## src/rtl/axi4_memop_master_pkg.sv

```systemverilog
// axi4_memop_master_pkg: AXI4 response/burst codes and byte-select to size/offset decode
package axi4_memop_master_pkg;

    localparam logic [1:0] RESP_EXOKAY = 2'b01;
    localparam logic [1:0] RESP_SLVERR = 2'b10;
    localparam logic [1:0] RESP_DECERR = 2'b11;
    localparam logic [1:0] BURST_INCR  = 2'b01;
    localparam logic [3:0] AXI_CACHE   = 4'b0011;

    typedef enum logic [2:0] {IDLE, RADDR, RDATA, WADDR, WRESP} state_e;

    typedef struct packed {
        logic [2:0] size;
        logic [1:0] off;
    } sizeoff_t;

    // Single byte lanes and aligned halfwords map to narrow transfers; anything else is a full word.
    function automatic sizeoff_t axi4strb2size(input logic [3:0] bsel);
        case (bsel)
            4'b0001: return '{size: 3'd0, off: 2'd0};
            4'b0010: return '{size: 3'd0, off: 2'd1};
            4'b0100: return '{size: 3'd0, off: 2'd2};
            4'b1000: return '{size: 3'd0, off: 2'd3};
            4'b0011: return '{size: 3'd1, off: 2'd0};
            4'b1100: return '{size: 3'd1, off: 2'd2};
            default: return '{size: 3'd2, off: 2'd0};
        endcase
    endfunction

    function automatic logic resp_is_err(input logic [1:0] resp);
        return (resp == RESP_SLVERR) || (resp == RESP_DECERR);
    endfunction

endpackage

```

## src/rtl/axi4_memop_master.sv

```systemverilog
// axi4_memop_master: single-word core memory port to single-beat AXI4 master bridge
module axi4_memop_master
    import axi4_memop_master_pkg::*;
#(
    parameter int                            C_M_AXI_ID_WIDTH   = 4,
    parameter int                            C_M_AXI_ADDR_WIDTH = 32,
    parameter int                            C_M_AXI_DATA_WIDTH = 32,
    parameter logic [C_M_AXI_ID_WIDTH-1:0]   C_M_AXI_ID         = '0,
    parameter logic [C_M_AXI_ADDR_WIDTH-1:0] C_M_AXI_BASEADDR   = '0
) (
    input  logic                            M_AXI_ACLK,
    input  logic                            M_AXI_ARESETN,
    input  logic [1:0]                      memop,
    input  logic [C_M_AXI_ADDR_WIDTH-3:0]   memaddr,
    input  logic [C_M_AXI_DATA_WIDTH-1:0]   memdatain,
    input  logic [3:0]                      membyteselect,
    input  logic                            memlock,
    output logic [C_M_AXI_DATA_WIDTH-1:0]   memdataout,
    output logic                            memrdy,
    output logic                            memexok,
    output logic                            memerr,
    output logic [C_M_AXI_ADDR_WIDTH-1:0]   M_AXI_ARADDR,
    output logic                            M_AXI_ARVALID,
    input  logic                            M_AXI_ARREADY,
    output logic [C_M_AXI_ID_WIDTH-1:0]     M_AXI_ARID,
    output logic [7:0]                      M_AXI_ARLEN,
    output logic [2:0]                      M_AXI_ARSIZE,
    output logic [1:0]                      M_AXI_ARBURST,
    output logic                            M_AXI_ARLOCK,
    output logic [3:0]                      M_AXI_ARCACHE,
    output logic [2:0]                      M_AXI_ARPROT,
    output logic [C_M_AXI_ADDR_WIDTH-1:0]   M_AXI_AWADDR,
    output logic                            M_AXI_AWVALID,
    input  logic                            M_AXI_AWREADY,
    output logic [C_M_AXI_ID_WIDTH-1:0]     M_AXI_AWID,
    output logic [7:0]                      M_AXI_AWLEN,
    output logic [2:0]                      M_AXI_AWSIZE,
    output logic [1:0]                      M_AXI_AWBURST,
    output logic                            M_AXI_AWLOCK,
    output logic [3:0]                      M_AXI_AWCACHE,
    output logic [2:0]                      M_AXI_AWPROT,
    output logic [C_M_AXI_DATA_WIDTH-1:0]   M_AXI_WDATA,
    output logic [3:0]                      M_AXI_WSTRB,
    output logic                            M_AXI_WLAST,
    output logic                            M_AXI_WVALID,
    input  logic                            M_AXI_WREADY,
    input  logic [C_M_AXI_DATA_WIDTH-1:0]   M_AXI_RDATA,
    input  logic [1:0]                      M_AXI_RRESP,
    input  logic [C_M_AXI_ID_WIDTH-1:0]     M_AXI_RID,
    input  logic                            M_AXI_RLAST,
    input  logic                            M_AXI_RVALID,
    output logic                            M_AXI_RREADY,
    input  logic [1:0]                      M_AXI_BRESP,
    input  logic [C_M_AXI_ID_WIDTH-1:0]     M_AXI_BID,
    input  logic                            M_AXI_BVALID,
    output logic                            M_AXI_BREADY
);

    state_e                          state_q, state_d;
    logic                            arvalid_q, arvalid_d;
    logic                            awvalid_q, awvalid_d;
    logic                            wvalid_q, wvalid_d;
    logic                            rready_q, rready_d;
    logic                            bready_q, bready_d;
    logic [C_M_AXI_ADDR_WIDTH-1:0]   addr_q, addr_d;
    logic [C_M_AXI_DATA_WIDTH-1:0]   wdata_q, wdata_d;
    logic [3:0]                      strb_q, strb_d;
    logic [2:0]                      size_q, size_d;
    logic                            lock_q, lock_d;
    logic                            illegal_q, illegal_d;
    logic [C_M_AXI_DATA_WIDTH-1:0]   rdata_q, rdata_d;
    logic                            exok_q, exok_d;
    logic                            err_q, err_d;
    sizeoff_t                        so;
    logic                            unused_bid;

    // The write response ID is not checked; only one transaction is ever outstanding.
    assign unused_bid = ^M_AXI_BID;
    assign so         = axi4strb2size(membyteselect);

    // State and handshake registers; reset abandons any transaction in flight.
    always_ff @(posedge M_AXI_ACLK or negedge M_AXI_ARESETN) begin
        if (!M_AXI_ARESETN) begin
            state_q   <= IDLE;
            arvalid_q <= 1'b0;
            awvalid_q <= 1'b0;
            wvalid_q  <= 1'b0;
            rready_q  <= 1'b0;
            bready_q  <= 1'b0;
            addr_q    <= '0;
            wdata_q   <= '0;
            strb_q    <= '0;
            size_q    <= '0;
            lock_q    <= 1'b0;
            illegal_q <= 1'b0;
            rdata_q   <= '0;
            exok_q    <= 1'b0;
            err_q     <= 1'b0;
        end else begin
            state_q   <= state_d;
            arvalid_q <= arvalid_d;
            awvalid_q <= awvalid_d;
            wvalid_q  <= wvalid_d;
            rready_q  <= rready_d;
            bready_q  <= bready_d;
            addr_q    <= addr_d;
            wdata_q   <= wdata_d;
            strb_q    <= strb_d;
            size_q    <= size_d;
            lock_q    <= lock_d;
            illegal_q <= illegal_d;
            rdata_q   <= rdata_d;
            exok_q    <= exok_d;
            err_q     <= err_d;
        end
    end

    // Next-state logic: accept a request, run its channel handshakes, decode the response.
    always_comb begin
        state_d   = state_q;
        arvalid_d = arvalid_q;
        awvalid_d = awvalid_q;
        wvalid_d  = wvalid_q;
        rready_d  = rready_q;
        bready_d  = bready_q;
        addr_d    = addr_q;
        wdata_d   = wdata_q;
        strb_d    = strb_q;
        size_d    = size_q;
        lock_d    = lock_q;
        illegal_d = illegal_q;
        rdata_d   = rdata_q;
        exok_d    = exok_q;
        err_d     = err_q;
        case (state_q)
            IDLE: begin
                if (memop != 2'b00) begin
                    addr_d    = {memaddr, so.off} + C_M_AXI_BASEADDR;
                    size_d    = so.size;
                    lock_d    = memlock;
                    illegal_d = memop[1] & memop[0];
                    wdata_d   = memdatain;
                    strb_d    = membyteselect;
                end
                if (memop[1]) begin
                    arvalid_d = 1'b1;
                    state_d   = RADDR;
                end else if (memop[0]) begin
                    awvalid_d = 1'b1;
                    wvalid_d  = 1'b1;
                    state_d   = WADDR;
                end
            end
            RADDR: begin
                if (M_AXI_ARREADY) begin
                    arvalid_d = 1'b0;
                    rready_d  = 1'b1;
                    state_d   = RDATA;
                end
            end
            RDATA: begin
                if (M_AXI_RVALID && rready_q) begin
                    rready_d = 1'b0;
                    rdata_d  = M_AXI_RDATA;
                    exok_d   = lock_q && (M_AXI_RRESP == RESP_EXOKAY);
                    err_d    = resp_is_err(M_AXI_RRESP) || illegal_q || (M_AXI_RID != C_M_AXI_ID) || !M_AXI_RLAST;
                    state_d  = IDLE;
                end
            end
            WADDR: begin
                if (M_AXI_AWREADY) awvalid_d = 1'b0;
                if (M_AXI_WREADY) wvalid_d = 1'b0;
                if (!awvalid_d && !wvalid_d) begin
                    bready_d = 1'b1;
                    state_d  = WRESP;
                end
            end
            WRESP: begin
                if (M_AXI_BVALID && bready_q) begin
                    bready_d = 1'b0;
                    exok_d   = lock_q && (M_AXI_BRESP == RESP_EXOKAY);
                    err_d    = resp_is_err(M_AXI_BRESP);
                    state_d  = IDLE;
                end
            end
            default: state_d = IDLE;
        endcase
    end

    assign memrdy        = (state_q == IDLE);
    assign memdataout    = rdata_q;
    assign memexok       = exok_q;
    assign memerr        = err_q;
    assign M_AXI_ARADDR  = addr_q;
    assign M_AXI_ARVALID = arvalid_q;
    assign M_AXI_ARID    = C_M_AXI_ID;
    assign M_AXI_ARLEN   = 8'd0;
    assign M_AXI_ARSIZE  = size_q;
    assign M_AXI_ARBURST = BURST_INCR;
    assign M_AXI_ARLOCK  = lock_q;
    assign M_AXI_ARCACHE = AXI_CACHE;
    assign M_AXI_ARPROT  = 3'b000;
    assign M_AXI_AWADDR  = addr_q;
    assign M_AXI_AWVALID = awvalid_q;
    assign M_AXI_AWID    = C_M_AXI_ID;
    assign M_AXI_AWLEN   = 8'd0;
    assign M_AXI_AWSIZE  = size_q;
    assign M_AXI_AWBURST = BURST_INCR;
    assign M_AXI_AWLOCK  = lock_q;
    assign M_AXI_AWCACHE = AXI_CACHE;
    assign M_AXI_AWPROT  = 3'b000;
    assign M_AXI_WDATA   = wdata_q;
    assign M_AXI_WSTRB   = strb_q;
    assign M_AXI_WLAST   = wvalid_q;
    assign M_AXI_WVALID  = wvalid_q;
    assign M_AXI_RREADY  = rready_q;
    assign M_AXI_BREADY  = bready_q;

endmodule
```

## config.mk

```make
export PLATFORM = sky130hd
export DESIGN_NAME = axi4_memop_master
export DESIGN_NICKNAME = d
export VERILOG_FILES = /design/src/rtl/axi4_memop_master_pkg.sv /design/src/rtl/axi4_memop_master.sv
export SDC_FILE = /design/constraint.sdc
export NUM_CORES = 1
export LEC_CHECK = 0
export BUFFER_PORTS_ARGS = -buffer_cell sky130_fd_sc_hd__buf_2
export CAP_MARGIN = 20
export CORE_MARGIN = 8
export CORE_UTILIZATION = 41
export CTS_CLUSTER_DIAMETER = 50
export DETAILED_ROUTE_END_ITERATION = 12
export GPL_ROUTABILITY_DRIVEN = 0
export PLACE_DENSITY = 0.77
export SYNTH_ARGS = -nofsm -noshare
export SYNTH_HDL_FRONTEND = slang
export SYNTH_SLANG_ARGS = --single-unit
export TNS_END_PERCENT = 30
```

## constraint.sdc

```tcl
create_clock -name M_AXI_ACLK -period 1.6 [get_ports M_AXI_ACLK]
set_clock_uncertainty 0.2 [all_clocks]
set_input_delay 0.16 -clock M_AXI_ACLK [delete_from_list [all_inputs] [get_ports M_AXI_ACLK]]
set_output_delay 0.16 -clock M_AXI_ACLK [all_outputs]
set_load 0.05 [all_outputs]
```

==> flow_summary_export.csv, run 1 <==
group,metric,value,unit
power_and_ir_drop,finalPower,0.007397,W
power_and_ir_drop,vdd_drop_max,0.5785,mV
yosys,synth_edf_count,0,
setup_path,cp_data_arrival_time,1.86,ns
sta,layout_min_cycle_time,1.773,ns
run_status,status,"complete, but fails checks",
cells_and_area,layout.nets,874,
yosys,synth_cell_types,36,
clocking,cts_inserted_buffers,17,
setup_path,critPathSlowestCell,"dfrtp_2",
setup_path,crit_path_end_kind,"flip-flop",
clocking,htree_levels,4,
placement,port_buffers,263,
clocking,clk_latency,0.40,ns
run_status,violations,"negative setup slack",
yosys,postSynthCellCount,380,
power_and_ir_drop,cellPowerDensity,848.0,nW/µm²
setup_path,path_max_fanout,9,
setup_path,worst_path_largest_cell_delay,0.42,ns
sta,drv_slew,0,
worst_hold_path,min_path_cells,4,
sta,worst-slew-pin-transition,0.6009,ns
global_routing,grt_usage,20.13,%
sta,slew-limit-headroom,59.94,%
yosys,synth.avg_cell_area,14.78,µm²
global_routing,antenna_found_initial,2,
floorplanning,die_w,133.1,µm
sta,setup-violations-final,107,
detailed_routing,postRouteAntennaNets,0,
setup_path,crit_path_start_kind,"flip-flop",
yosys,ys_seq_area_share,50.78,%
detailed_routing,vias_per_cell,4.541,
detailed_routing,finalWirelength,18.12,mm
worst_hold_path,min-delay-start,"M_AXI_RRESP[1]",
cells_and_area,nFillCells,909,
yosys,syn_area,5618,µm²
sta,fmax,563.9,MHz
clocking,cts_buffer_depth,2,
clocking,cts_num_sinks,114,
yosys,async_reset_ff_share,100.0,%
global_routing,grt_pass1_wl,28.17,mm
floorplanning,dieHeight,133.1,µm
detailed_routing,route.detailed.drc,0,
floorplanning,rows,42,
power_and_ir_drop,p_leak,4.799,nW
cells_and_area,final_common_cell,"buf_2",
global_routing,grt_max_degree,115,
detailed_routing,dr_total_vias,4291,
setup_path,r2r-end,"M_AXI_ARADDR[14]",
clocking,cts.reportedPaths.clkPinSlew,0.05,ns
floorplanning,io_pins,312,
yosys,yosys_register_bits,114,
detailed_routing,post_drt_wl_per_cell,19.17,µm
setup_path,path_cells,"nor3_4 -> o21a_4 -> buf_12 -> buf_16 -> mux2_4",
floorplanning,die-area,17700,µm²
global_routing,grt_pass1_vias,5020,
yosys,ys_warn_count,0,
sta,rsz0062_at_grt,"yes",
setup_path,r2r-start,"state_q[1]",
setup_path,rrSetupSlack,-0.17,ns
placement,dp_hpwl,11.42,mm
sta,min_period_over_period,110.8,%
floorplanning,initial_core_util,42.25,%
setup_path,ff2ff_path_depth,5,
worst_hold_path,holdPathEnd,"memerr",
setup_path,cp.required,1.69,ns
cells_and_area,layout-drive-gt1-share,56.92,%
yosys,ys.flop_type,"dfrtp_1",
floorplanning,fp.coreArea,13300,µm²
sta,hold-worst-slack,0.03593,ns
clocking,cts_tree,"yes",
cells_and_area,final_cell_mix,"buf_2 (261), dlygate4sd3_1 (114), dfrtp_1 (113)",
flow_run,drv_cap,0,
detailed_routing,dr.pass1.iters,6,
detailed_routing,drt_iter0_markers,198,
cells_and_area,area_growth,55.26,%
setup_path,critical_path_class,"flip-flop to flip-flop",
sta,final_hold_viol_count,0,
worst_hold_path,hp-class,"primary input to flip-flop",
global_routing,grt_overflow,0,
sta,fin_ws,-0.1734,ns
clocking,cts-root-buf,"clkbuf_16",
==> logic make-up (layout without fill, tap and decap cells) <==
group / Yosys count / after routing / share of synthesized area [%]
flip-flops: 114 / 114 / 50.78
other: 2 / 47 / 0.1337
multiplexers: 106 / 106 / 27.68
AND/OR/NAND/NOR: 31 / 31 / 3.519
buffers and inverters: 103 / 447 / 15.19
XOR/XNOR: 2 / 2 / 0.3119
AO/OA/AOI/OAI: 22 / 22 / 2.383
==> sequential cells by signal, indices dropped and copies added (netlist names), 2 cells and up <==
signal,cells
M_AXI_WSTRB,4
M_AXI_WDATA,32
M_AXI_ARADDR,32
memdataout,32
M_AXI_ARSIZE,2
state_q,3
==> layer usage <==
layer,share of wire [%],global-route usage (%),wire (µm)
met3,7.5,7.570,1367
met5,0,0,0
met2,54,35.48,9699
met4,1.8,7.382,322
met1,37,21.45,6729
==> area by class of cell <==
| cell class | count | area, µm² | area share, % |
|---|---|---|---|
| clock buffer | 21 | 460.4 | 5.279 |
| tap | 176 | 220.2 | 2.525 |
| inverter | 8 | 30.03 | 0.3443 |
| multi-input combinational | 205 | 2106 | 24.14 |
| sequential | 114 | 2854 | 32.72 |
| antenna | 3 | 7.507 | 0.08607 |
| timing repair buffer | 407 | 2909 | 33.35 |
| clock inverter | 11 | 135.1 | 1.549 |
==> worst max path at each step <==
stage               slack [ns]       start               end  depth (start not counted)
CTS                      -0.19  state_q[2]   M_AXI_ARADDR[4]                          5
global placement         -0.15  state_q[0]  M_AXI_ARADDR[20]                          4
finish                   -0.17  state_q[1]  M_AXI_ARADDR[14]                          5
detailed placement       -0.17  state_q[1]  M_AXI_ARADDR[18]                          4
floorplan                -0.49  state_q[2]   M_AXI_ARADDR[0]                          6
global route             -0.21  state_q[1]           memexok                          5
==> where the power goes <==
part | total [W] | internal [W] | switching [W]
Sequential | 0.00289 | 0.00289 | 0
Combinational | 0.000709 | 0.000306 | 0.000403
Clock | 0.00380 | 0.00251 | 0.00129
==> worst max-delay path, delay by kind of cell (launching register included) <==
family	cells	cell delay, ns
DFF	1	0.42
muxes	1	0.31
buffers and inverters	2	0.30
and+or+nand+nor	1	0.20
AOI/OAI and AO/OA	1	0.20
==> repair_timing <==
action                                 in CTS  in global routing
endpoints found under the hold margin     226                  0
setup buffers                               4                  1
pin swaps                                   1                  1
setup endpoints to repair                 106                107
gates cloned                                3                  3
hold buffers                              114                  0
resized for setup                          14                  3
==> cell usage after synthesis (2+ instances only) <==
cell type / number / area [µm²]
xnor2_1: 2 / 17.52
nand3b_1: 3 / 22.52
nor4b_1: 2 / 17.52
a31oi_1: 2 / 12.51
buf_6: 4 / 45.04
a21oi_1: 4 / 20.02
mux2_4: 97 / 1456
nand2b_1: 3 / 18.77
buf_4: 81 / 608.1
mux2i_1: 2 / 20.02
nand4b_1: 2 / 17.52
nor3_1: 3 / 15.01
buf_2: 2 / 10.01
nand2_1: 5 / 18.77
inv_1: 8 / 30.03
dfrtp_1: 114 / 2853
conb_1: 2 / 7.510
o21ai_0: 10 / 50.05
buf_12: 8 / 160.2
nor2_1: 3 / 11.26
mux2_2: 7 / 78.83
nand3_1: 2 / 10.01
==> per-stage QoR <==
step / setup TNS (ns) / setup slack (ns) / cell area (µm²) / util [%] / instances
2_1_floorplan: -45.53 / -0.4949 / 5782 / - / 422
3_3_place_gp: -12.91 / -0.1527 / 6704 / 50.42 / 785
3_5_place_dp: -14.47 / -0.1747 / 6704 / 50.42 / 785
4_1_cts: -15.95 / -0.1854 / 8621 / 64.84 / 938
5_1_grt: -20.43 / -0.2134 / 8720 / 65.58 / 944
6_report: -15.64 / -0.1734 / 8722 / 65.60 / 945
No activity file was read; power rests on OpenSTA's default activity.
==> inputs of run 2 (changes only) <==
- CORE_ASPECT_RATIO: not set -> 1.75
==> flow_summary_export.csv, run 2 (same netlist as run 1, synthesis figures left out) <==
group,metric,value,unit
clocking,cts.reportedPaths.clkPinSlew,0.06,ns
power_and_ir_drop,vdd_drop_max,0.5289,mV
sta,layout_min_cycle_time,1.769,ns
clocking,cts_num_sinks,114,
floorplanning,io_pins,312,
detailed_routing,dr_total_vias,4341,
sta,slew-limit-headroom,59.09,%
setup_path,cp_data_arrival_time,1.85,ns
global_routing,grt_max_degree,115,
run_status,status,"complete, but fails checks",
detailed_routing,drt_iter0_markers,114,
setup_path,cp.required,1.68,ns
placement,port_buffers,263,
clocking,cts_buffer_depth,2,
setup_path,critical_path_class,"flip-flop to flip-flop",
sta,fmax,565.2,MHz
detailed_routing,dr.pass1.iters,6,
flow_run,drv_cap,0,
cells_and_area,area_growth,55.39,%
run_status,violations,"negative setup slack",
power_and_ir_drop,cellPowerDensity,827.6,nW/µm²
sta,drv_slew,0,
floorplanning,die_w,104.5,µm
setup_path,crit_path_start_kind,"flip-flop",
detailed_routing,vias_per_cell,4.618,
detailed_routing,wl_met3,979,µm
floorplanning,fp.coreArea,13380,µm²
global_routing,grt_pass1_vias,5094,
cells_and_area,layout.nets,871,
sta,final_hold_viol_count,0,
detailed_routing,postRouteAntennaNets,0,
cells_and_area,final_area,8730,µm²
detailed_routing,post_drt_wl_per_cell,19.93,µm
placement,dp_hpwl,11.49,mm
detailed_routing,top_layer,"met4",
clocking,clk_latency,0.39,ns
cells_and_area,final_cell_mix,"buf_2 (261), dfrtp_1 (112), dlygate4sd3_1 (110)",
global_routing,grt_overflow,0,
placement,dpl_cell_area,6706,µm²
detailed_routing,dr_wl_met2,10.59,mm
detailed_routing,m1WireLength,6.434,mm
floorplanning,initial_core_util,41.98,%
global_routing,grt_pass1_wl,28.03,mm
floorplanning,rows,56,
power_and_ir_drop,p_leak,4.796,nW
sta,min_period_over_period,110.6,%
detailed_routing,finalWirelength,18.74,mm
placement,pre_cts_ws,-0.1899,ns
clocking,htree_levels,4,
sta,fin_ws,-0.1694,ns
global_routing,antenna_found_initial,3,
clocking,cts_tree,"yes",
cells_and_area,layout-drive-gt1-share,57.80,%
detailed_routing,route.detailed.drc,0,
cells_and_area,final_common_cell,"buf_2",
setup_path,crit_path_end_kind,"flip-flop",
worst_hold_path,hp-class,"primary input to flip-flop",
clocking,cts_inserted_buffers,17,
floorplanning,dieHeight,170.9,µm
global_routing,grt_usage,19.93,%
setup_path,path_max_fanout,6,
floorplanning,die-area,17850,µm²
sta,worst-slew-pin-transition,0.6137,ns
sta,rsz0062_at_grt,"yes",
sta,setup-violations-final,107,
clocking,cts-root-buf,"clkbuf_16",
run 2: changes by cell type in the layout (fill, tap and decap cells not counted), sizes merged:
cell,change
clkbuf,-5
dlygate4sd3,-4
bufinv,-2
clkinvlp,-1
inv,+6
clkinv,+1
buf,+2
run 2: cell type report:
class,count,area (µm²)
Antenna cell,3,7.507
Clock buffer,17,425.4
Clock inverter,15,147.6
Fill cell,926,4653
Inverter,8,30.03
Multi-Input combinational cell,205,2131
Sequential cell,114,2855
Tap cell,174,217.7
Timing Repair Buffer,404,2915
run 2: final timing paths:
path                                      from               end  slack, ns  cells after the start
worst max-delay path                state_q[1]  M_AXI_ARADDR[25]      -0.17                      5
worst min-delay path            M_AXI_BRESP[0]           memexok       0.02                      4
worst max register to register      state_q[1]  M_AXI_ARADDR[25]      -0.17                      5
worst min register to register  memdataout[23]    memdataout[23]       0.31                      1
max in group asynchronous        M_AXI_ARESETN   M_AXI_WDATA[25]       0.53                      3
min in group asynchronous        M_AXI_ARESETN     M_AXI_AWVALID       0.18                      3
run 2: what timing repair did:
action / in CTS / in global routing
hold buffers: 110 / 0
resized for setup: 24 / 3
endpoints found under the setup margin: 107 / 109
pin swaps: 3 / 0
hold endpoints to repair: 224 / 0
cloned: 5 / 2
buffers inserted: 6 / 0
run 2: worst max-delay path, cell delays in order (launching register included):
cell and delay, ns:
dfrtp_2 0.43, nor3_4 0.18, o21a_4 0.20, buf_12 0.16, clkbuf_16 0.17, mux2_4 0.30
run 2: per-layer routing:
layer	up-vias	global-route usage, %
met3	50	5.537
met4	0	11.97
met5	-	0
li1	1923	-
met2	214	35.98
met1	2154	19.96
run 2: metrics by stage:
stage | std cells | setup TNS, ns | hold slack, ns | utilization (%) | total power (W)
after floorplan | 422 | -45.53 | -0.3356 | - | 0.003268
after global placement | 782 | -11.72 | 0.07431 | 50.11 | 0.003393
after detailed placement | 782 | -14.91 | 0.08702 | 50.11 | 0.003405
after CTS | 935 | -13.81 | 0.004313 | 64.67 | 0.007282
after global routing | 940 | -19.67 | 0.04089 | 65.23 | 0.007493
final | 940 | -13.41 | 0.01908 | 65.23 | 0.007225
run 2: power by group:
part	switching [W]	internal (W)
registers	0	0.00288
logic	0.000407	0.000301
clock network	0.00146	0.00218
total	0.00186	0.00536
